==> src/rtl/match_evt_pkg.sv <==
// Shared constants and the stored-entry layout for the match event logger.
// Defining MATCH_EVT_GAP_EN adds a per-entry gap field to the entry.
package match_evt_pkg;

    localparam int TS_W_DEF   = 16;
    localparam int DEPTH_DEF  = 4;
    localparam int DROP_W_DEF = 8;

    // Fields are sized for the default width; narrower builds zero-extend into them.
    typedef struct packed {
`ifdef MATCH_EVT_GAP_EN
        logic [TS_W_DEF-1:0] gap;
`endif
        logic [TS_W_DEF-1:0] ts;
    } evt_entry_t;

endpackage

==> src/rtl/evt_fifo.sv <==
// Synchronous FIFO with power-of-two depth, wrapping pointers and an occupancy count.
// The caller guarantees that push is not asserted when full without a pop, and that pop is not asserted when empty.
module evt_fifo #(
    parameter  int W     = 16,
    parameter  int DEPTH = 4,
    localparam int AW    = $clog2(DEPTH),
    localparam int CW    = AW + 1
) (
    input  logic          clk,
    input  logic          rst_n,
    input  logic          push_i,
    input  logic          pop_i,
    input  logic [W-1:0]  wdata_i,
    output logic [W-1:0]  rdata_o,
    output logic [CW-1:0] count_o
);

    logic [W-1:0]  mem_q [DEPTH];
    logic [AW-1:0] wr_ptr_q, rd_ptr_q;
    logic [CW-1:0] count_q, count_d;

    // NOTE: give every always_comb output a default first so no path leaves it unassigned (no latch).
    always_comb begin
        count_d = count_q;
        case ({push_i, pop_i})
            2'b10:   count_d = count_q + CW'(1);
            2'b01:   count_d = count_q - CW'(1);
            default: count_d = count_q;
        endcase
    end

    // NOTE: sequential state uses non-blocking assignments so all registers update together at the edge.
    always_ff @(posedge clk or negedge rst_n) begin
        if (!rst_n) begin
            wr_ptr_q <= '0;
            rd_ptr_q <= '0;
            count_q  <= '0;
        end else begin
            if (push_i) wr_ptr_q <= wr_ptr_q + AW'(1);
            if (pop_i)  rd_ptr_q <= rd_ptr_q + AW'(1);
            count_q <= count_d;
        end
    end

    // NOTE: storage is deliberately not reset; occupancy comes from count_q, so stale words are never exposed.
    always_ff @(posedge clk) begin
        if (push_i) mem_q[wr_ptr_q] <= wdata_i;
    end

    assign rdata_o = mem_q[rd_ptr_q];
    assign count_o = count_q;

endmodule

==> src/rtl/match_event_logger.sv <==
// Timestamps match pulses into a small FIFO, counting events dropped when it is full.
// Defining MATCH_EVT_GAP_EN adds out_gap: the head timestamp minus the previously pushed timestamp.
module match_event_logger
    import match_evt_pkg::*;
#(
    parameter int TS_W   = TS_W_DEF,
    parameter int DEPTH  = DEPTH_DEF,
    parameter int DROP_W = DROP_W_DEF
) (
    input  logic                     clk,
    input  logic                     rst_n,
    input  logic                     match,
    input  logic                     clr_ovf,
    input  logic                     out_ready,
    output logic                     out_valid,
    output logic [TS_W-1:0]          out_data,
    output logic [$clog2(DEPTH):0]   out_count,
    output logic                     overflow,
    output logic [DROP_W-1:0]        drop_cnt
`ifdef MATCH_EVT_GAP_EN
   ,output logic [TS_W-1:0]          out_gap
`endif
);

    localparam int CW = $clog2(DEPTH) + 1;

    if (TS_W > TS_W_DEF || DEPTH < 2 || (DEPTH & (DEPTH - 1)) != 0) begin : g_param_check
        $error("match_event_logger: TS_W must not exceed TS_W_DEF and DEPTH must be a power of two >= 2");
    end

    logic [TS_W-1:0]   ts_q;
    logic              overflow_q, overflow_d;
    logic [DROP_W-1:0] drop_cnt_q, drop_cnt_d;
    logic [CW-1:0]     count;
    logic              full, pop, push, drop;
    evt_entry_t        wr_entry, rd_entry;

    assign out_valid = (count != '0);
    assign full      = (count == CW'(DEPTH));
    assign pop       = out_valid & out_ready;
    // A pop at the same edge frees a slot, so a full FIFO can still accept the event.
    assign push      = match & (~full | pop);
    assign drop      = match & full & ~pop;

    always_ff @(posedge clk or negedge rst_n) begin
        if (!rst_n) ts_q <= '0;
        else        ts_q <= ts_q + TS_W'(1);
    end

`ifdef MATCH_EVT_GAP_EN
    logic [TS_W-1:0] prev_ts_q;
    logic [TS_W-1:0] gap;

    assign gap = ts_q - prev_ts_q;

    always_ff @(posedge clk or negedge rst_n) begin
        if (!rst_n)    prev_ts_q <= '0;
        else if (push) prev_ts_q <= ts_q;
    end
`endif

    always_comb begin
        wr_entry    = '0;
        wr_entry.ts = TS_W_DEF'(ts_q);
`ifdef MATCH_EVT_GAP_EN
        wr_entry.gap = TS_W_DEF'(gap);
`endif
    end

    // A drop takes priority over a clear arriving at the same edge.
    always_comb begin
        overflow_d = overflow_q;
        drop_cnt_d = drop_cnt_q;
        if (drop) begin
            overflow_d = 1'b1;
            if (clr_ovf)                drop_cnt_d = DROP_W'(1);
            else if (drop_cnt_q != '1)  drop_cnt_d = drop_cnt_q + DROP_W'(1);
        end else if (clr_ovf) begin
            overflow_d = 1'b0;
            drop_cnt_d = '0;
        end
    end

    always_ff @(posedge clk or negedge rst_n) begin
        if (!rst_n) begin
            overflow_q <= 1'b0;
            drop_cnt_q <= '0;
        end else begin
            overflow_q <= overflow_d;
            drop_cnt_q <= drop_cnt_d;
        end
    end

    evt_fifo #(
        .W     ($bits(evt_entry_t)),
        .DEPTH (DEPTH)
    ) u_fifo (
        .clk     (clk),
        .rst_n   (rst_n),
        .push_i  (push),
        .pop_i   (pop),
        .wdata_i (wr_entry),
        .rdata_o (rd_entry),
        .count_o (count)
    );

    assign out_data  = out_valid ? TS_W'(rd_entry.ts) : '0;
    assign out_count = count;
    assign overflow  = overflow_q;
    assign drop_cnt  = drop_cnt_q;
`ifdef MATCH_EVT_GAP_EN
    assign out_gap   = out_valid ? TS_W'(rd_entry.gap) : '0;
`endif

endmodule
==> config.mk <==
export PLATFORM = sky130hd
export DESIGN_NAME = match_event_logger
export DESIGN_NICKNAME = d
export VERILOG_FILES = /design/src/rtl/match_evt_pkg.sv /design/src/rtl/evt_fifo.sv /design/src/rtl/match_event_logger.sv
export SDC_FILE = /design/constraint.sdc
export NUM_CORES = 1
export LEC_CHECK = 0
export ABC_AREA = 0
export CORE_ASPECT_RATIO = 0.9
export CORE_MARGIN = 3
export CORE_UTILIZATION = 55
export DETAILED_ROUTE_END_ITERATION = 10
export GPL_ROUTABILITY_DRIVEN = 0
export HOLD_SLACK_MARGIN = 0.03
export MAX_ROUTING_LAYER = met4
export PLACE_DENSITY = 0.73
export SYNTH_ARGS = -nofsm -noshare
export SYNTH_HDL_FRONTEND = slang
export SYNTH_SLANG_ARGS = --single-unit
==> constraint.sdc <==
create_clock -name clk -period 2.7 [get_ports clk]
set_input_delay 0.27 -clock clk [delete_from_list [all_inputs] [get_ports clk]]
set_output_delay 0.27 -clock clk [all_outputs]
set_load 0.01 [all_outputs]
# Yosys cells after proc, flatten, opt, wreduce, memory -nomap -nowiden
# Memory sizes are Yosys's and may differ from the RTL's.
# Cells that the tools add are included.
[op_classes]
n_bitwise = 7
n_addsub = 6
eq_ne = 4
mux = 10
reduce_logical = 5
[op_table]
columns = ["op", "n"]
rows = [
  ["$mux W8", 4],
  ["$add A16 B1 Y16 const B", 1],
  ["$mux W16", 1],
  ["$add A8 B1 Y8 const B", 1],
  ["$ne A8 B8 Y1 const B", 1],
  ["$pmux W3 S2", 1],
  ["$reduce_bool A2 Y1", 3],
  ["$add A2 B1 Y2 const B", 2],
  ["$and A1 B1 Y1", 4],
  ["$mux W1", 4],
  ["$add A3 B1 Y3 const B", 1],
  ["$eq A3 B3 Y1 const B", 1],
  ["$reduce_bool A3 Y1", 1],
  ["$sub A3 B1 Y3 const B", 1],
  ["$eq A2 B1 Y1 const B", 1],
  ["$eq A2 B2 Y1 const B", 1],
  ["$not A1 Y1", 2],
  ["$reduce_and A2 Y1", 1],
  ["$or A1 B1 Y1", 1],
]
[totals]
in_bits = 5
elab_cells = 39
reg_bits = 32
ram_bits = 64
memories = 1
out_inout_bits = 29
[memory_table]
columns = ["name", "words", "width", "rd", "rd_ports_with_merged_regs", "write_ports", "line_no", "source"]
rows = [
  ["u_fifo.mem_q", 4, 16, 1, 0, 1, "evt_fifo.sv:18", "logic [W-1:0] mem_q [DEPTH];"],
]

# Longest topological paths before layout
[logic_depth]
depth_word = 6
depth_mapped = 7
depth_no_buf = 6

# By module
# Synthesis repeated with hierarchy kept, for this count alone.
[unflattened]
hier_cells = 244
hier_area_um2 = 4038.9
[by_module_without_submodules]
columns = ["module", "seq_area_each_um2", "area_per_inst_um2", "cells_each", "n_inst"]
rows = [
  ["evt_fifo", 2097.0, 2737.6, 118, 1],
  ["match_event_logger", 625.6, 1301.2, 126, 1],
]

# Worst setup path before layout
# OpenSTA, ideal clock, no wires.
[synth_timing]
path_type = "register -> register"
startpoint = "register u_fifo.count_q[2] (netlist: u_fifo.count_o[2])"
endpoint = "register u_fifo.count_q[1] (netlist: u_fifo.count_o[1])"
path_buffers = 1
period_less_slack_ps = 2125
setup_ps = 77
path_slack_ps = 575
path_stages_with_launch = 8
required_time_ps = 2623
arrival_time_ps = 2048
cell_sequence = "dfrtp_1 > or3_2 > clkbuf_1 > nand2_1 > fa_1 > a211oi_1 > o21ai_0 > a21oi_1"
[synth_between]
elab_chain_cells = 6
elab_cells_between_ends = 10
cone_classes = "eq/ne: 3; mux: 1; bitwise: 4; reduce/logical: 2"
[synth_rtl]
columns = ["element", "line_no", "source"]
rows = [
  ["from (decl)", "evt_fifo.sv:20", "logic [CW-1:0] count_q, count_d;"],
  ["from (signal assigned)", "evt_fifo.sv:41", "count_q <= count_d;"],
  ["$reduce_bool A3 Y1 *", "match_event_logger.sv:38", "assign out_valid = (count != '0);"],
  ["named net out_valid", "match_event_logger.sv:15", "output logic out_valid,"],
  ["$and A1 B1 Y1 *", "match_event_logger.sv:40", "assign pop = out_valid & out_ready;"],
  ["$or A1 B1 Y1", "match_event_logger.sv:42", "assign push = match & (~full | pop);"],
  ["$and A1 B1 Y1", "match_event_logger.sv:42", ""],
  ["$eq A2 B1 Y1 / $eq A2 B2 Y1 (equally long branches)", "evt_fifo.sv:25", "case ({push_i, pop_i})"],
  ["$pmux W3 S2 / $reduce_bool A2 Y1 (equally long branches)", "n/a", ""],
]
# The timed path passes the listed nets; every way through them passes the cells marked *.
# A chain may end at the register's enable or synchronous reset.

# Worst setup path after layout
[layout_timing]
startpoint = "register u_fifo.count_q[2] (netlist: u_fifo.count_o[2])"
endpoint = "output out_data[7]"
[layout_between]
elab_chain_cells = 2
[layout_rtl]
columns = ["element", "line_no", "source"]
rows = [
  ["$reduce_bool A3 Y1", "match_event_logger.sv:38", ""],
  ["$mux W16", "match_event_logger.sv:107", "assign out_data = out_valid ? TS_W'(rd_entry.ts) : '0;"],
  ["to (decl)", "match_event_logger.sv:16", "output logic [TS_W-1:0] out_data,"],
]
# Every way passes these cells.

==> metrics.csv <==
stage;metric;value;unit
clock_tree;numCtsBuffers;9;
finish;regArea;2720;µm²
sta;period_share;92.3;%
sta;setup-tns-final;0;ns
clock_tree;cts_tree;yes;
worst_hold_path;hold_class;input pin to async pin;
sta;max_freq;401;MHz
drt;drt-total-wl;6.68;mm
sta;worst_slew_pin_slew;0.488;ns
placement;placement.io_buffers;33;
synth;synth_seq_cells;96;
finish;nets;317;
sta;drv_slew;0;
job;cap_viol_max_count;0;
grt;grt.overflow.total;0;
clock_tree;cts-resized-gates;0;
floorplan;core_area;6830;µm²
synth;yosysSeqAreaShare;67.6;%
floorplan;num_rows;28;
sta;finalSetupViolations;0;
finish;drive_gt1_share;13.5;%
sta;maxSlewHeadroom;67.2;%
worst_setup_path;critPathSlowestCell;or3_2;
drt;drtAntennaViolNets;0;
clock_tree;clockBufferDepth;2;
synth;netlist_area;4030;µm²
finish;multiInputGateArea;1230;µm²
clock_tree;holdBufCountCts;0;
synth;avgSynthCellArea;15.3;µm²
synth;async_reset_ff_share;33.3;%
drt;first_iter_violations;147;
placement;dp_hpwl;4.44;mm
synth;synth_cell_types;38;
synth;synthTopCellsByCount;64 x edfxtp_1, 32 x dfrtp_1, 21 x and2_1;
finish;fillerInstances;484;
power_and_ir_drop;design_power_total;4.43;mW
clock_tree;htreeDepth;3;
worst_setup_path;worst-path-max-fanout;20;
floorplan;die_width;96.2;µm
finish;diodes;0;
worst_setup_path;worstPathCellList;or3_2 -> and2_1 -> clkdlybuf4s50_1;
grt;antenna_found_initial;0;
drt;firstDrtPassIters;5;
grt;grt_max_degree;33;
synth;synth_edf_count;64;
status;status;complete, no violations;
worst_setup_path;cp_data_required_time;2.43;ns
floorplan;ioPinCount;34;
drt;routed_via_density;5.65;
worst_setup_path;endpoint_kind;primary output;
floorplan;die_area;8380;µm²
worst_setup_path;path_class;register to primary output;
power_and_ir_drop;ir_drop;549;µV
synth;synth_fp_nets;275;
worst_setup_path;slowest_delay;0.69;ns
grt;grt_pass1_vias;2260;
sta;finalCriticalPeriod;2.49;ns
drt;drc;0;
grt;grt_pass1_wl;11.4;mm
clock_tree;postCtsSetupRepairBufs;0;
clock_tree;cts-root-buf;clkbuf_8;
floorplan;start_util;58.9;%
synth;ys_warn_count;0;
drt;wl_per_cell;16.7;µm
clock_tree;clk_pin_slew_worst_paths;0.09;ns
grt;track_usage;19.0;%
floorplan;die_height;87.2;µm
synth;ys_top_cells_by_area;edfxtp_1 48%, dfrtp_1 20%, mux4_2 9.0%;
drt;vias;2260;
clock_tree;clk_latency;0.35;ns
finish;area_growth;16.1;%
sta;finClkSkew;0.00956;ns
synth;yosys.cell_count.top_type;edfxtp_1;
synth;ys.flop_type;edfxtp_1;
sta;rsz0062_at_grt;no;
synth;syn_inst;263;
power_and_ir_drop;powerDensity;948;nW/µm²
worst_setup_path;start_kind;register;
clock_tree;clkSinkCount;96;
power_and_ir_drop;p_leak;1.66;nW
sta;finalHoldViolCount;0;
synth;yosysTopAreaCell;edfxtp_1;
worst_setup_path;arrival;2.22;ns
synth;synth_top_area_share;47.7;%
[path summary, 6_finish.rpt]
path	from	end	slack (ns)	depth (start not counted)
worst max-delay path	u_fifo.count_o[2]$_DFFE_PN0P_	out_data[7]	0.21	3
worst min-delay path	rst_n	u_fifo.count_o[2]$_DFFE_PN0P_	0.31	2
worst max register to register	u_fifo.count_o[2]$_DFFE_PN0P_	u_fifo.count_o[1]$_DFFE_PN0P_	0.41	6
worst min register to register	overflow$_DFFE_PN0P_	overflow$_DFFE_PN0P_	0.53	2
max in group asynchronous	rst_n	u_fifo.wr_ptr_q[0]$_DFFE_PN0P_	2.07	2
min in group clk	overflow$_DFFE_PN0P_	overflow$_DFFE_PN0P_	0.53	2
[cells by family (layout without fill, tap and decap cells)]
| family | after synthesis | after routing | synth area share [%] |
|---|---|---|---|
| DFF | 96 | 96 | 67.6 |
| and+or+nand+nor | 80 | 80 | 11.1 |
| AOI/OAI and AO/OA | 28 | 28 | 4.26 |
| xor gates and xnor gates | 18 | 18 | 3.92 |
| buffers and inverters | 18 | 65 | 1.77 |
| muxes | 16 | 16 | 8.95 |
| adders and majority gates | 7 | 7 | 2.36 |
[registers in the layout, summed over array words and instances, names as in the netlist]
signal           count
u_fifo.rd_ptr_q      2
ts_q                16
u_fifo.mem_q        64
drop_cnt             8
u_fifo.count_o       3
overflow             1
u_fifo.wr_ptr_q      2
[cell type report]
type	count	share of cell area, %
timing repair buffer	40	8.46
inverter	9	0.723
clock buffer	9	2.65
clock inverter	7	1.12
tap	90	2.41
sequential	96	58.3
multi-input combinational	149	26.4
[worst max-delay path, delay by kind of cell, from the launching register on]
kind,cells,cell delay (ns)
and+or+nand+nor,2,0.91
buffers and inverters,1,0.48
DFF,1,0.47
[per-layer routing]
layer  track usage, %  wire length [µm]  up-vias
met5                -                 0        -
met4             4.91                92        0
met3             5.10               223       10
met2             28.5              3240       37
met1             26.3              3130     1151
li1                 -                 -     1062
[power breakdown]
part | internal [mW] | switching (mW) | leakage (nW)
sequential | 1.87 | 0.134 | 0.973
clock | 0.342 | 0.484 | 0.0904
combinational | 0.903 | 0.700 | 0.592
total | 3.11 | 1.32 | 1.66
[per-stage QoR]
stage / hold slack [ns] / instance area (µm²) / utilization, % / instances / setup slack [ns]
after floorplan: -0.0256 / 4030 / - / 263 / 0.575
after global placement: 0.512 / 4500 / 65.8 / 384 / 0.496
after detailed placement: 0.518 / 4500 / 65.8 / 384 / 0.419
after CTS: 0.317 / 4670 / 68.4 / 400 / 0.167
after global routing: 0.333 / 4670 / 68.4 / 400 / 0.0662
final: 0.308 / 4670 / 68.4 / 400 / 0.208
[layout by cell type, fill, tap and decap left out, types with 3 or more instances in the layout]
master,Yosys,layout
a211oi_1,3,3
a21oi_1,7,7
and2_1,21,21
buf_4,0,6
clkbuf_8,0,9
clkdlybuf4s50_1,0,33
dfrtp_1,32,32
edfxtp_1,64,64
ha_1,6,6
inv_1,9,9
inv_6,0,3
mux4_2,16,16
nand2_1,9,9
nand3_1,12,12
nand4_1,4,4
nor2_1,10,10
nor2b_1,5,5
nor3_1,5,5
o21ai_0,10,10
or3_1,4,4
xnor2_1,12,12
xor2_1,6,6
Note: power is estimated with default switching activity, not from simulation.
